`src/rtl/tone_decoder.sv`:
```
// tone_decoder: measures the period of an incoming square-wave tone and
// identifies which note of the C3..C4 scale it is. A note is reported only
// after MATCH_CNT consecutive in-tolerance periods. It is dropped when a
// period does not match or when the input goes silent for TIMEOUT cycles.
module tone_decoder #(
  parameter int TOL_SHIFT = 6,
  parameter int MATCH_CNT = 3,
  parameter int TIMEOUT   = 800000,
  // Nominal periods in clk cycles. Note i sits at bits [i*20 +: 20]
  // (index 0 = C3 in the low bits).
  parameter logic [159:0] NOM_TABLE = {20'd191110, 20'd202478, 20'd227273, 20'd255102,
                                       20'd286352, 20'd303380, 20'd340530, 20'd382234}
) (
  input  logic        clk,
  input  logic        rst,
  input  logic        tone_in,
  output logic        note_valid,
  output logic [2:0]  note_idx,
  output logic        note_change,
  output logic [19:0] period
);

  localparam int RUN_W = $clog2(MATCH_CNT + 1);

  typedef enum logic [1:0] {IDLE, MEASURE, LOCKED} state_t;

  state_t             state;
  logic               s1, s2, s3;
  logic               rise;
  logic [19:0]        cnt;
  logic [RUN_W-1:0]   run;
  logic [RUN_W-1:0]   run_next;
  logic [2:0]         cand;
  logic               hit;
  logic [2:0]         hit_idx;
  logic               timeout;

  // |p - nom| <= nom >> TOL_SHIFT, evaluated with a signed difference
  function automatic logic in_tol(input logic [19:0] p, input logic [19:0] nom);
    logic signed [20:0] diff;
    logic        [19:0] mag;
    diff = $signed({1'b0, p}) - $signed({1'b0, nom});
    mag  = diff[20] ? 20'(-diff) : diff[19:0];
    return (mag <= (nom >> TOL_SHIFT));
  endfunction

  // Three-flop chain: s1/s2 resolve metastability, s2 & ~s3 marks a rising edge
  always_ff @(posedge clk) begin
    if (rst) begin
      s1 <= 1'b0;
      s2 <= 1'b0;
      s3 <= 1'b0;
    end else begin
      s1 <= tone_in;
      s2 <= s1;
      s3 <= s2;
    end
  end

  assign rise    = s2 & ~s3;
  assign timeout = (cnt == 20'(TIMEOUT));

  // Period counter: reloads to 1 on each edge so that its value just before
  // the reload equals the edge-to-edge distance; saturates during silence
  always_ff @(posedge clk) begin
    if (rst) begin
      cnt <= '0;
    end else if (rise) begin
      cnt <= 20'd1;
    end else if (cnt != '1) begin
      cnt <= cnt + 20'd1;
    end
  end

  // Note lookup on the live counter value; tolerance bands never overlap,
  // so at most one entry can hit
  always_comb begin
    hit     = 1'b0;
    hit_idx = '0;
    for (int i = 0; i < 8; i++) begin
      if (in_tol(cnt, NOM_TABLE[i*20 +: 20])) begin
        hit     = 1'b1;
        hit_idx = 3'(i);
      end
    end
  end

  // Run length after this edge: extend a streak on the same candidate, else restart
  always_comb begin
    run_next = RUN_W'(1);
    if ((hit_idx == cand) && (run != '0)) begin
      run_next = run + 1'b1;
    end
  end

  // Lock state machine with registered outputs
  always_ff @(posedge clk) begin
    if (rst) begin
      state       <= IDLE;
      run         <= '0;
      cand        <= '0;
      note_valid  <= 1'b0;
      note_idx    <= '0;
      note_change <= 1'b0;
      period      <= '0;
    end else begin
      note_change <= 1'b0;
      case (state)
        IDLE: begin
          if (rise) begin
            state <= MEASURE;
            run   <= '0;
          end
        end
        MEASURE: begin
          if (rise) begin
            period <= cnt;
            if (hit) begin
              cand <= hit_idx;
              run  <= run_next;
              if (run_next == RUN_W'(MATCH_CNT)) begin
                state       <= LOCKED;
                note_valid  <= 1'b1;
                note_idx    <= hit_idx;
                note_change <= 1'b1;
              end
            end else begin
              run <= '0;
            end
          end else if (timeout) begin
            state <= IDLE;
            run   <= '0;
          end
        end
        LOCKED: begin
          if (rise) begin
            period <= cnt;
            if (hit && (hit_idx != note_idx)) begin
              state      <= MEASURE;
              cand       <= hit_idx;
              run        <= RUN_W'(1);
              note_valid <= 1'b0;
            end else if (!hit) begin
              state      <= MEASURE;
              run        <= '0;
              note_valid <= 1'b0;
            end
          end else if (timeout) begin
            state      <= IDLE;
            run        <= '0;
            note_valid <= 1'b0;
          end
        end
        default: begin
          state <= IDLE;
        end
      endcase
    end
  end

endmodule

```
`config.mk`:
```
export PLATFORM = sky130hd
export DESIGN_NAME = tone_decoder
export DESIGN_NICKNAME = d
export VERILOG_FILES = /design/src/rtl/tone_decoder.sv
export SDC_FILE = /design/constraint.sdc
export NUM_CORES = 1
export LEC_CHECK = 0
export BUFFER_PORTS_ARGS = -buffer_cell sky130_fd_sc_hd__buf_2
export CAP_MARGIN = 30
export CORE_MARGIN = 2
export CORE_UTILIZATION = 50
export DETAILED_ROUTE_END_ITERATION = 8
export GPL_TIMING_DRIVEN = 1
export PLACE_DENSITY_LB_ADDON = 0.25
export SKIP_LAST_GASP = 1
export SLEW_MARGIN = 20
export SYNTH_ARGS = -nofsm -noshare
export SYNTH_HDL_FRONTEND = slang
export SYNTH_SLANG_ARGS = --single-unit
```
`constraint.sdc`:
```
create_clock -name clk -period 5.5 [get_ports clk]
set_input_delay 1.375 -clock clk [delete_from_list [all_inputs] [get_ports clk]]
set_output_delay 1.375 -clock clk [all_outputs]
set_load 0.03 [all_outputs]
```
==> results.cfg <==
[logic_synthesis]
syn_area_um2 = 10940
synthFlopType = dfxtp_1
syn_nets = 1626
ys_seq_area_share_pct = 10.06
syn_avg_cell_area_um2 = 6.838
synth_cell_types = 114
ys_ff_latch = 55
yosysWarningCount = 0
synthArstFlopShare_pct = 0
synth_edf_count = 0
netlist_instances = 1600

[die]
die_y_um = 151.9
dieArea_um2 = 23080
rows = 54
die_x_um = 151.9
initial_utilization_pct = 50.60
core_um2 = 21620
io_pins = 28

[drt]
dr.pass1.iters = 6
avgViaCountPerCell = 7.156
drcViolationCount = 0
drt-initial-drc-count = 1885
vias = 13718
wirelength_mm = 46.84
ant_nets = 0
wl_per_cell_um = 24.43

[worst_setup_path]
end_kind = flip-flop
timing.rr.start = cnt[5]$_SDFFE_PP0P_
crit_fanout = 8
reg2regPathDepth = 16
r2r_end = run[1]$_SDFFE_PP0P_
reg2reg_slack_ns = 0.15
crit_type = flip-flop to flip-flop
crit_arrival_ns = 5.61
required_ns = 5.76
cp-start-kind = flip-flop

[global_routing]
grt_max_degree = 40
grtUsageTotal_pct = 38.61
grt_first_pass_wirelength_mm = 72.42
gr-total-overflow = 0
grt_pass1_vias = 12430
antenna_found_initial = 2

[timing]
fin_crit_ns = 5.348
worst_pin_slew_ns = 0.9066
slew_viol_final = 0
finalClockSkew_ns = 0.01485
setup_viol = 0
rsz0062_at_grt = yes
slew-limit-headroom_pct = 39.56
finalHoldViolations = 0
fin_crit_sh_pct = 97.24
timing.hold.ws_ns = 0.4464
tns_ns = 0
max_freq_mhz = 187.0

[placement]
gp_congestion = 1.088
io_buffer_count = 27
dpl.hpwl_mm = 36.00
dp.cells = 1905

[clocking]
ctsHoldBuffers = 0
insertion_delay_ns = 0.32
cts_buffers = 5
cts_tree = yes
clkTransAtPathRegs_ns = 0.09
cts_root_buf = clkbuf_16
clock-sinks = 55
h-tree-depth = 2
cts_buffer_depth = 2

[worst_hold_path]
min_path_type = flip-flop to flip-flop
min_to = s2$_SDFF_PP0_
whs_path_depth = 1
hp-start = s1$_SDFF_PP0_

[pwr]
combPwrFrac_pct = 21.7
finalPower_uw = 990.4
pwr-share-clk_pct = 36.9
p_leak_uw = 0.004147
ir_drop_v = 0.0001405
sw_frac_of_total_pct = 34.05
cellInternalPower_uw = 653.2
powerDensity_nw_per_um2 = 81.98
power_switching_uw = 337.2
seq_power_share_pct = 41.4

[status]
outcome = finished, final reports clean

[run]
drv_cap = 0

[layout]
drive_gt1_share_pct = 15.94
final_cell_mix = 138 x nand2_1, 134 x nor2_1, 127 x buf_4
syn2layout_area_growth_pct = 10.43
antenna-diode-count = 0
final_cells = 1917
fin_nets = 1662
post-route-util_pct = 55.88
final_common_cell = nand2_1
-- stage by stage --
| step | area (µm²) | worst slack (ns) |
|---|---|---|
| detailed placement | 11850 | 0.1433 |
| finish | 12080 | 0.1517 |
| CTS | 12000 | 0.1100 |
| global placement | 11850 | 0.2089 |
| floorplan | 10940 | 0.3789 |
| global route | 12080 | -0.002663 |
-- logic make-up after synthesis --
family	count (synthesis)	share of synthesized area (%)
xor+xnor	129	10.60
mux	24	2.264
flops	55	10.06
fa+ha+maj	24	2.722
buf+inv	165	6.713
compound gates	546	35.44
simple gates	657	32.19
-- cells in the mapped netlist, types with 12 or more instances --
| master | number | area (µm²) |
|---|---|---|
| nand4_1 | 40 | 250.2 |
| buf_2 | 46 | 230.2 |
| o21a_1 | 16 | 120.1 |
| nand2_1 | 138 | 518.0 |
| mux2i_1 | 18 | 180.2 |
| clkbuf_1 | 61 | 229.0 |
| inv_1 | 26 | 97.59 |
| or3_1 | 21 | 131.4 |
| ha_1 | 23 | 287.8 |
| o22ai_1 | 13 | 81.33 |
| xnor2_1 | 110 | 963.4 |
| nand2b_1 | 26 | 162.7 |
| o31a_1 | 12 | 105.1 |
| xor2_1 | 15 | 131.4 |
| and3_1 | 18 | 112.6 |
| nor4_1 | 21 | 131.4 |
| or2_2 | 16 | 100.1 |
| a211oi_1 | 29 | 217.7 |
| or4_1 | 15 | 112.6 |
| o211ai_1 | 20 | 150.1 |
| dfxtp_1 | 55 | 1101 |
| and2_1 | 15 | 93.84 |
| a31oi_1 | 36 | 225.2 |
| o31ai_1 | 21 | 157.7 |
| nand3_1 | 59 | 295.3 |
| nor3_1 | 64 | 320.3 |
| nor2_1 | 134 | 503.0 |
| nor2b_1 | 22 | 137.6 |
| o21ai_0 | 95 | 475.5 |
| a21oi_1 | 114 | 570.6 |
-- state kept, by name, summed over array words and instances (netlist names) --
name and flops:
cand 3, cnt 20, note_change 1, note_idx 3, note_valid 1, period 20, run 2, s1 1
s2 1, s3 1, state 2
-- what timing repair did --
item	CTS	global route
endpoints found under the setup margin	0	9
gates resized for setup	0	10
setup buffers	0	4
-- worst max-delay path, stage by stage (launching register included) --
cell	delay [ns]
dfxtp_1	0.36
inv_2	0.17
ha_1	0.28
nand2b_1	0.30
a211o_1	0.52
a21oi_1	0.56
o221ai_1	0.22
a31o_2	0.28
a22oi_1	0.27
a211oi_1	0.15
or4_1	0.59
and4bb_4	0.26
xnor2_2	0.17
a2111oi_4	0.43
nand4_1	0.14
a2111oi_1	0.38
a31o_1	0.19
-- routing by layer --
metal | GRT usage, % | vias up | share of wire [%]
li1 | - | 6171 | -
met1 | 50.28 | 6335 | 39
met2 | 59.40 | 995 | 43
met3 | 9.698 | 217 | 12
met4 | 19.18 | 0 | 5.7
met5 | 0 | - | 0
-- power by group through the flow --
stage / Sequential [µW] / Combinational (µW) / Clock, µW
global placement: 418 / 200 / 0
CTS: 409 / 202 / 366
finish: 410 / 215 / 366
global route: 411 / 232 / 379
detailed placement: 419 / 201 / 0
floorplan: 419 / 139 / 0
-- worst max path at each step --
| stage | startpoint | end | slack, ns | cells past startpoint |
|---|---|---|---|---|
| 2_1_floorplan | cnt[1]$_SDFFE_PP0P_ | note_valid$_SDFFE_PP0P_ | 0.38 | 20 |
| 3_3_place_gp | cnt[10]$_SDFFE_PP0P_ | run[1]$_SDFFE_PP0P_ | 0.21 | 15 |
| 3_5_place_dp | cnt[2]$_SDFFE_PP0P_ | note_idx[2]$_SDFFE_PP0P_ | 0.14 | 16 |
| 4_1_cts | cnt[2]$_SDFFE_PP0P_ | note_idx[1]$_SDFFE_PP0P_ | 0.11 | 16 |
| 5_1_grt | cnt[2]$_SDFFE_PP0P_ | state[0]$_SDFFE_PP0P_ | -0.003 | 16 |
| 6_report | cnt[5]$_SDFFE_PP0P_ | run[1]$_SDFFE_PP0P_ | 0.15 | 16 |
-- final cells by class --
type / instances / area, µm²
clock buffer: 5 / 125.1
clock inverter: 3 / 28.78
fill: 2165 / 9539
inverter: 35 / 131.4
multi-input combinational: 1380 / 9151
sequential: 55 / 1106
tap: 280 / 350.3
timing repair buffer: 159 / 1189
No activity file was read; power rests on OpenSTA's default activity.
